==> src/rtl/hazard_scoreboard_if.sv <==
// hazard_scoreboard_if: Decode/Execute/writeback inputs and hazard bubble outputs of the scoreboard.
interface hazard_scoreboard_if #(
    parameter int NREG  = 32,
    parameter int AW    = 5,
    parameter int LAT_W = 3,
    parameter int NWB   = 2,
    parameter int SC_W  = 16
);
    logic [AW-1:0]     rs1_D, rs2_D, rd_D, issue_rd_E;
    logic              rs1_used_D, rs2_used_D, rd_we_D;
    logic              issue_valid_E, issue_we_E, flush_E;
    logic [LAT_W-1:0]  issue_lat_E;
    logic [NWB-1:0]    wb_valid;
    logic [NWB*AW-1:0] wb_rd;
    logic              StallF, StallD, FlushE, fwdok1_D, fwdok2_D;
    logic [NREG-1:0]   pending_o;
    logic [SC_W-1:0]   stall_count;

    modport master (
        output rs1_D, rs2_D, rs1_used_D, rs2_used_D, rd_D, rd_we_D,
        output issue_valid_E, issue_we_E, issue_rd_E, issue_lat_E, flush_E,
        output wb_valid, wb_rd,
        input  StallF, StallD, FlushE, fwdok1_D, fwdok2_D, pending_o, stall_count
    );
    modport slave (
        input  rs1_D, rs2_D, rs1_used_D, rs2_used_D, rd_D, rd_we_D,
        input  issue_valid_E, issue_we_E, issue_rd_E, issue_lat_E, flush_E,
        input  wb_valid, wb_rd,
        output StallF, StallD, FlushE, fwdok1_D, fwdok2_D, pending_o, stall_count
    );
endinterface

==> src/rtl/hazard_scoreboard.sv <==
// hazard_scoreboard: per-register pending bit plus latency countdown driving Decode stall/flush and forward hints.
module hazard_scoreboard #(
    parameter int NREG  = 32,
    parameter int AW    = 5,
    parameter int LAT_W = 3,
    parameter int NWB   = 2,
    parameter int SC_W  = 16
) (
    input logic                clk,
    input logic                reset,
    hazard_scoreboard_if.slave sb
);
    logic [NREG-1:0]  pend, ret;
    logic [LAT_W-1:0] cnt [NREG];
    logic [LAT_W-1:0] issue_cnt;
    logic [SC_W-1:0]  sc;
    logic             issue, use1, use2, rawe1, rawe2, waw, hazard;

    assign issue = sb.issue_valid_E & sb.issue_we_E & ~sb.flush_E & (sb.issue_rd_E != '0);
    assign issue_cnt = (sb.issue_lat_E != '0) ? sb.issue_lat_E - LAT_W'(1) : '0;

    always_comb begin
        ret = '0;
        for (int i = 0; i < NWB; i++)
            if (sb.wb_valid[i]) ret[sb.wb_rd[i*AW +: AW]] = 1'b1;
    end

    // Issue beats retire so a newer producer of the same rd is never lost.
    always_ff @(posedge clk or negedge reset) begin
        if (!reset) begin
            pend <= '0;
            for (int r = 0; r < NREG; r++) cnt[r] <= '0;
        end else begin
            for (int r = 1; r < NREG; r++) begin
                if (issue && sb.issue_rd_E == AW'(r)) begin
                    pend[r] <= 1'b1;
                    cnt[r]  <= issue_cnt;
                end else if (ret[r]) begin
                    pend[r] <= 1'b0;
                    cnt[r]  <= '0;
                end else if (cnt[r] != '0) begin
                    cnt[r] <= cnt[r] - LAT_W'(1);
                end
            end
        end
    end

    always_comb begin
        use1   = sb.rs1_used_D && sb.rs1_D != '0;
        use2   = sb.rs2_used_D && sb.rs2_D != '0;
        rawe1  = issue && sb.issue_rd_E == sb.rs1_D && sb.issue_lat_E != '0;
        rawe2  = issue && sb.issue_rd_E == sb.rs2_D && sb.issue_lat_E != '0;
        waw    = sb.rd_we_D && sb.rd_D != '0 && pend[sb.rd_D] && cnt[sb.rd_D] != '0;
        hazard = reset && (waw
               || (use1 && (rawe1 || (pend[sb.rs1_D] && cnt[sb.rs1_D] != '0)))
               || (use2 && (rawe2 || (pend[sb.rs2_D] && cnt[sb.rs2_D] != '0))));
    end

    assign sb.StallF      = hazard;
    assign sb.StallD      = hazard;
    assign sb.FlushE      = hazard;
    assign sb.fwdok1_D    = reset && use1 && !rawe1 && pend[sb.rs1_D] && cnt[sb.rs1_D] == '0;
    assign sb.fwdok2_D    = reset && use2 && !rawe2 && pend[sb.rs2_D] && cnt[sb.rs2_D] == '0;
    assign sb.pending_o   = pend;
    assign sb.stall_count = sc;

    always_ff @(posedge clk or negedge reset) begin
        if (!reset) sc <= '0;
        else if (hazard && sc != '1) sc <= sc + SC_W'(1);
    end
endmodule
==> src/flat_wrapper.sv <==
// flat-port wrapper written by rule: the top's interface ports become plain ports
module hazard_scoreboard_flat 
#(
    parameter int NREG  = 32,
    parameter int AW    = 5,
    parameter int LAT_W = 3,
    parameter int NWB   = 2,
    parameter int SC_W  = 16
)
  (clk, reset, sb_rs1_D, sb_rs2_D, sb_rs1_used_D, sb_rs2_used_D, sb_rd_D, sb_rd_we_D, sb_issue_valid_E, sb_issue_we_E, sb_issue_rd_E, sb_issue_lat_E, sb_flush_E, sb_wb_valid, sb_wb_rd, sb_StallF, sb_StallD, sb_FlushE, sb_fwdok1_D, sb_fwdok2_D, sb_pending_o, sb_stall_count);
  hazard_scoreboard_if #(.NREG(NREG), .AW(AW), .LAT_W(LAT_W), .NWB(NWB), .SC_W(SC_W)) sb_i ();
  input logic clk;
  input logic reset;
  input wire logic [$bits(sb_i.rs1_D)-1:0] sb_rs1_D;
  input wire logic [$bits(sb_i.rs2_D)-1:0] sb_rs2_D;
  input wire logic [$bits(sb_i.rs1_used_D)-1:0] sb_rs1_used_D;
  input wire logic [$bits(sb_i.rs2_used_D)-1:0] sb_rs2_used_D;
  input wire logic [$bits(sb_i.rd_D)-1:0] sb_rd_D;
  input wire logic [$bits(sb_i.rd_we_D)-1:0] sb_rd_we_D;
  input wire logic [$bits(sb_i.issue_valid_E)-1:0] sb_issue_valid_E;
  input wire logic [$bits(sb_i.issue_we_E)-1:0] sb_issue_we_E;
  input wire logic [$bits(sb_i.issue_rd_E)-1:0] sb_issue_rd_E;
  input wire logic [$bits(sb_i.issue_lat_E)-1:0] sb_issue_lat_E;
  input wire logic [$bits(sb_i.flush_E)-1:0] sb_flush_E;
  input wire logic [$bits(sb_i.wb_valid)-1:0] sb_wb_valid;
  input wire logic [$bits(sb_i.wb_rd)-1:0] sb_wb_rd;
  output wire logic [$bits(sb_i.StallF)-1:0] sb_StallF;
  output wire logic [$bits(sb_i.StallD)-1:0] sb_StallD;
  output wire logic [$bits(sb_i.FlushE)-1:0] sb_FlushE;
  output wire logic [$bits(sb_i.fwdok1_D)-1:0] sb_fwdok1_D;
  output wire logic [$bits(sb_i.fwdok2_D)-1:0] sb_fwdok2_D;
  output wire logic [$bits(sb_i.pending_o)-1:0] sb_pending_o;
  output wire logic [$bits(sb_i.stall_count)-1:0] sb_stall_count;
  assign sb_i.rs1_D = sb_rs1_D;
  assign sb_i.rs2_D = sb_rs2_D;
  assign sb_i.rs1_used_D = sb_rs1_used_D;
  assign sb_i.rs2_used_D = sb_rs2_used_D;
  assign sb_i.rd_D = sb_rd_D;
  assign sb_i.rd_we_D = sb_rd_we_D;
  assign sb_i.issue_valid_E = sb_issue_valid_E;
  assign sb_i.issue_we_E = sb_issue_we_E;
  assign sb_i.issue_rd_E = sb_issue_rd_E;
  assign sb_i.issue_lat_E = sb_issue_lat_E;
  assign sb_i.flush_E = sb_flush_E;
  assign sb_i.wb_valid = sb_wb_valid;
  assign sb_i.wb_rd = sb_wb_rd;
  assign sb_StallF = sb_i.StallF;
  assign sb_StallD = sb_i.StallD;
  assign sb_FlushE = sb_i.FlushE;
  assign sb_fwdok1_D = sb_i.fwdok1_D;
  assign sb_fwdok2_D = sb_i.fwdok2_D;
  assign sb_pending_o = sb_i.pending_o;
  assign sb_stall_count = sb_i.stall_count;
  hazard_scoreboard #(.NREG(NREG), .AW(AW), .LAT_W(LAT_W), .NWB(NWB), .SC_W(SC_W)) u_core (.clk(clk), .reset(reset), .sb(sb_i));
endmodule
==> config.mk <==
export PLATFORM = sky130hd
export DESIGN_NAME = hazard_scoreboard_flat
export DESIGN_NICKNAME = d
export VERILOG_FILES = /design/src/rtl/hazard_scoreboard_if.sv /design/src/rtl/hazard_scoreboard.sv /design/src/flat_wrapper.sv
export SDC_FILE = /design/constraint.sdc
export NUM_CORES = 1
export LEC_CHECK = 0
export ABC_AREA = 1
export CAP_MARGIN = 20
export CORE_MARGIN = 5
export CORE_UTILIZATION = 55
export CTS_CLUSTER_SIZE = 12
export DETAILED_ROUTE_END_ITERATION = 6
export PLACE_DENSITY = 0.87
export SYNTH_ARGS = -nofsm -noshare
export SYNTH_HDL_FRONTEND = slang
export SYNTH_SLANG_ARGS = --single-unit
export TNS_END_PERCENT = 100
==> constraint.sdc <==
create_clock -name clk -period 2.6 [get_ports clk]
set_input_delay 0.52 -clock clk [delete_from_list [all_inputs] [get_ports clk]]
set_output_delay 0.52 -clock clk [all_outputs]
set_load 0.02 [all_outputs]
# == Yosys cells after proc, flatten, opt, wreduce, memory -nomap -nowiden ==
# Cells that the tools add are included.
# op_classes
addsub,33
order_cmp,10
eq_ne,34
mux,177
bitwise,8
n_reduce_logical,165
# ops
operator,n
two-way mux 3 bit,100
nonzero test 3 bit,66
subtractor 3 x 1 -> 3 bit (second input constant),32
== test 5 bit (second input constant),16
two-way mux 1 bit,67
two-way mux 32 bit,2
nonzero test 2 bit,31
logical AND 1 bit,56
binary-select mux 3 bit (select 5 bit),3
== test 5 x 4 -> 1 bit (second input constant),8
bitwise OR 32 bit,1
< comparator 5 x 6 -> 1 bit (second input constant),5
== test 5 x 3 -> 1 bit (second input constant),4
nonzero test 5 bit,4
>= comparator 6 bit (second input constant),3
NOT 5 -> 6 bit,3
adder 16 x 1 -> 16 bit (second input constant),1
!= test 16 bit (second input constant),1
binary-select mux 1 bit (select 5 bit),3
demux 1 bit (select 5 bit),2
== test 5 x 2 -> 1 bit (second input constant),2
== test 5 bit,2
>= comparator 5 x 1 -> 1 bit (second input constant),2
logical NOT 3 bit,2
other kinds (5),11
# totals
reg_bits,140
word_cells,490

# == Logic depth before layout (Yosys ltp) ==
# Gate-level depths: netlist (run 1).
# logic_depth
depth_word,12
ltp_mapped,18
depth_no_buf,16

# == Worst setup path before layout (run 1) ==
# Ideal clock, no wire load.
# synth_timing
path_kind,input port to output port
startpoint,in sb_rd_D[1]
endpoint,out sb_StallD
arrival_ps,1917
path_slack_ps,163
stages,15
n_path_buf,4
path_cell_list,buf_4 > nor2_2 > buf_4 > nand2_1 > o21ai_0 > nor2_1 > nor2_1 > nand2_1 > nand3_1 > nand2_1 > nand2_1 > nand3_1 > nand3_4 > buf_6 > buf_4
# synth_between
elab_chain_len,9
# synth_rtl
item,line,rtl
from (decl),flat_wrapper.sv:18,input wire logic [$bits(sb_i.rd_D)-1:0] sb_rd_D;
NOT 5 -> 6 bit (implied by the code),hazard_scoreboard.sv:53,waw = sb.rd_we_D && sb.rd_D != '0 && pend[sb.rd_D] && cnt[sb.rd_D] != '0;
binary-select mux 3 bit (select 5 bit),hazard_scoreboard.sv:53,
two-way mux 3 bit (implied by the code) (2 in series),hazard_scoreboard.sv:53,
nonzero test 3 bit,hazard_scoreboard.sv:53,
logical AND 1 bit (*),hazard_scoreboard.sv:53,
logical OR 1 bit (*),hazard_scoreboard.sv:55,|| (use1 && (rawe1 || (pend[sb.rs1_D] && cnt[sb.rs1_D] != '0)))
logical OR 1 bit (*),hazard_scoreboard.sv:56,|| (use2 && (rawe2 || (pend[sb.rs2_D] && cnt[sb.rs2_D] != '0))));
logical AND 1 bit (*),hazard_scoreboard.sv:54,hazard = reset && (waw
to (decl),flat_wrapper.sv:28,output wire logic [$bits(sb_i.StallD)-1:0] sb_StallD;
# Every way passes the cells marked *; elsewhere a longest branch is shown, timed or not. The select of a mux whose other input is x is not followed.

# == Worst setup path after layout (run 1) ==
# layout_timing
startpoint,in sb_rd_D[0]
endpoint,out sb_StallF
# layout_between
elab_chain_len,9
# layout_rtl
item,line,rtl
NOT 5 -> 6 bit (implied by the code),hazard_scoreboard.sv:53,
binary-select mux 3 bit (select 5 bit),hazard_scoreboard.sv:53,
two-way mux 3 bit (implied by the code) (2 in series),hazard_scoreboard.sv:53,
nonzero test 3 bit,hazard_scoreboard.sv:53,
logical AND 1 bit (*),hazard_scoreboard.sv:53,
logical OR 1 bit (*),hazard_scoreboard.sv:55,
logical OR 1 bit (*),hazard_scoreboard.sv:56,
logical AND 1 bit (*),hazard_scoreboard.sv:54,
to (decl),flat_wrapper.sv:27,output wire logic [$bits(sb_i.StallF)-1:0] sb_StallF;
# Marks and branches as above.

==> flow_summary_export.csv, run 1 <==
group,metric,value,unit
logic_synthesis,syn_area,0.0111,mm^2
detailed_routing,num_vias,13825,
setup_path,crit_type,"in -> out",
run_status,failed_checks,"negative setup slack",
detailed_routing,first_iter_violations,1645,
detailed_routing,wl,46300,um
hold_path,hp-class,"reg -> reg",
setup_path,start_kind,"input port",
setup_path,arrival,2180,ps
global_routing,use_met3,10.5,%
timing,tightest_slew,632,ps
place,place.gp.congestion,1.06,
setup_path,critical-path-max-stage-delay,160,ps
cts,cts.sinks,140,
logic_synthesis,ys_types,37,
cts,cts_tree,"done",
logic_synthesis,synth_edf_count,0,
logic_synthesis,yosysTopAreaCell,"dfrtp_1",
detailed_routing,drc,0,
logic_synthesis,synthFlopType,"dfrtp_1",
place,dp_hpwl,35100,um
logic_synthesis,synth_area_leaders,"dfrtp_1, nand2_1, inv_1",
detailed_routing,ant_nets,0,
timing,fin_tns_setup,-343,ps
global_routing,grt_max_degree,107,
timing,fmax,371,MHz
die,io_pins,96,
setup_path,cp.required,2080,ps
global_routing,gr-usage-all-layers,39.3,%
timing,fin_crit,2700,ps
cts,clk_pin_slew_worst_paths,70,ps
timing,period_share,104,%
timing,setup_slack,-97.5,ps
layout,diodes,0,
cts,h-tree-depth,4,
global_routing,grt_util_met2,63.1,%
global_routing,busiest_layer,"met2",
layout,drive_gt1_share,18.5,%
setup_path,critPathCaptureType,"output pin",
timing,finalHoldViolations,0,
logic_synthesis,synthCells,1725,
logic_synthesis,yosysSeqAreaShare,31.4,%
job,cap_violations,0,
logic_synthesis,ys_seq_elements,140,
layout,nNetsFinal,2178,
setup_path,worstRegToRegCells,15,
timing,fin_worst_skew,13.5,ps
timing,relSlewSlack,57.9,%
setup_path,cpMostUsedCell,"buf_6",
timing,setup_viol,5,
global_routing,grt_pass1_wl,72600,um
timing,drv_slew,0,
logic_synthesis,syn-num-nets,1833,
setup_path,worstPathMaxFanout,6,
die,die_area,0.0232,mm^2
hold_path,min_path_cells,1,
die,core,0.0201,mm^2
logic_synthesis,synth.top_cell.area_share,31.4,%
die,dieHeight,152,um
die,start_util,55.4,%
cts,cts_made_buffers,17,
timing,rsz0062_at_grt,"true",
power,leakagePower,7.98,nW
place,io_buffers,94,
place,place_area,0.0142,mm^2
cts,clock_latency,450,ps
detailed_routing,first_pass_iters,7,
detailed_routing,wl_per_cell,19.7,um
run_status,status,"finished with violations",
layout,area_growth,36.3,%
detailed_routing,via_per_inst,5.88,
layout,final_area,0.0152,mm^2
die,fp.dieW,152,um
die,num_rows,52,
cts,clockBufferDepth,2,
global_routing,grt_pass1_vias,13750,
logic_synthesis,yosys_warnings,4,
logic_synthesis,async_flop_share,100,%
setup_path,cp_slowest_cell,"nor2_1",
setup_path,worstPathCellList,"buf_6 > buf_8 > buf_6 > nor2_4 > buf_6 > nand2_1 > o21ai_1 > nor2_1 > nor2_1 > nand2_2 > nand3_2 > nand2_1 > nand2_1 > nand3_2 > nand3_4 > buf_6",
logic_synthesis,avgSynthCellArea,6.46,um^2
cts,cts_root_buf,"clkbuf_16",
global_routing,grt_util_met1,46.1,%
power,vdd_drop_max,0.626,mV
global_routing,antenna_found_initial,0,
global_routing,grt_overflow,0,
power,p_per_area,963,mW/mm^2
layout by cell type (no fill, tap or decap), types with 6 or more instances in the layout:
master	count
nand2_2	8
nor2_2	9
buf_6	18
o211ai_1	8
nand3_2	14
inv_1	331
a21oi_1	9
dlygate4sd2_1	12
nand4_1	9
inv_2	15
nor2_4	6
dfrtp_1	140
clkdlybuf4s50_1	69
o22ai_1	84
nor2_1	142
o21ai_0	151
o21ai_1	11
clkbuf_16	17
nor3_1	36
nand3_1	189
buf_12	8
ha_1	64
buf_4	251
nand2_1	390
a22oi_1	16
xor2_1	8
state kept, by name, indices dropped and copies added, names as in the netlist:
register               cells
u_core.cnt                93
u_core.sb.pending_o       31
u_core.sb.stall_count     16
report_power, final:
group | internal [W] | leakage, nW | switching, W
logic | 0.00349 | 5.98 | 0.00469
registers | 0.00315 | 1.70 | 0.000650
clock network | 0.00153 | 0.301 | 0.00113
critical path, delay by kind of cell:
kind                   cells  cell delay [ps]
AND/OR/NAND/NOR           10              940
AO/OA/AOI/OAI              1               80
buffers and inverters      5              620
stage by stage:
step,utilization (%),worst slack (ps),std cells,hold slack (ps),total power (W)
after floorplan,-,163,1725,224,0.00813
after global placement,70.8,-1070,2310,371,0.0111
after detailed placement,70.8,-988,2310,370,0.0115
after CTS,75.5,-15.5,2352,473,0.0143
after global routing,75.6,-187,2353,478,0.0157
final,75.6,-97.5,2353,475,0.0146
cells by family after synthesis:
group / after synthesis / share of synthesized area (%)
compound gates: 298 / 15.3
xor+xnor: 12 / 0.943
fa+ha+maj: 65 / 7.30
buf+inv: 396 / 14.3
flops: 140 / 31.4
mux: 1 / 0.101
other cells: 1 / 0.0336
simple gates: 812 / 30.6
cell usage after synthesis (all sizes together), types with 9 or more instances:
cell type	instances
o21ai	163
nor2	157
o22ai	84
dfrtp	140
ha	65
buf	34
nand2	399
a21oi	12
nand3	204
a22oi	16
clkbuf	9
nor3	39
nand4	9
inv	349
worst paths after layout:
kind                                                    startpoint                                    to  slack (ps)
worst max-delay path                                    sb_rd_D[0]                             sb_StallF        -100
worst min-delay path                    u_core.cnt[63]$_DFFE_PN0P_            u_core.cnt[63]$_DFFE_PN0P_         470
worst max register to register  u_core.sb.pending_o[2]$_DFFE_PN0P_  u_core.sb.stall_count[0]$_DFFE_PN0P_         270
worst min register to register          u_core.cnt[63]$_DFFE_PN0P_            u_core.cnt[63]$_DFFE_PN0P_         470
max in group asynchronous                                    reset            u_core.cnt[92]$_DFFE_PN0P_        1250
min in group asynchronous                                    reset             u_core.cnt[2]$_DFFE_PN0P_         480
layout make-up:
cell class	count	area, um^2
multi-input combinational	1189	6240
sequential	140	3500
timing repair buffer	368	3170
inverter	353	1330
clock buffer	17	425
tap	270	338
clock inverter	15	185
timing repair inverter	1	7.51
fill	1480	4910
timing repair:
item	in CTS	in global routing
buffers inserted	7	1
gates cloned	2	0
hold buffers	1	0
hold endpoints to repair	9	0
setup endpoints to repair	12	7
pin swaps	24	2
gates resized for setup	139	13
routing by layer:
layer  share of wire, %  wire [um]
met5                  0          0
met1                 36      16400
met4                8.1       3750
met3                 12       5330
met2                 45      20800
Power figures use the tool's default switching activity.
==> run 2, diff against run 1 <==
- SLEW_MARGIN: default -> 20
==> results of run 2 <==
The final DEF is identical to that of run 1; final timing and power are the same.
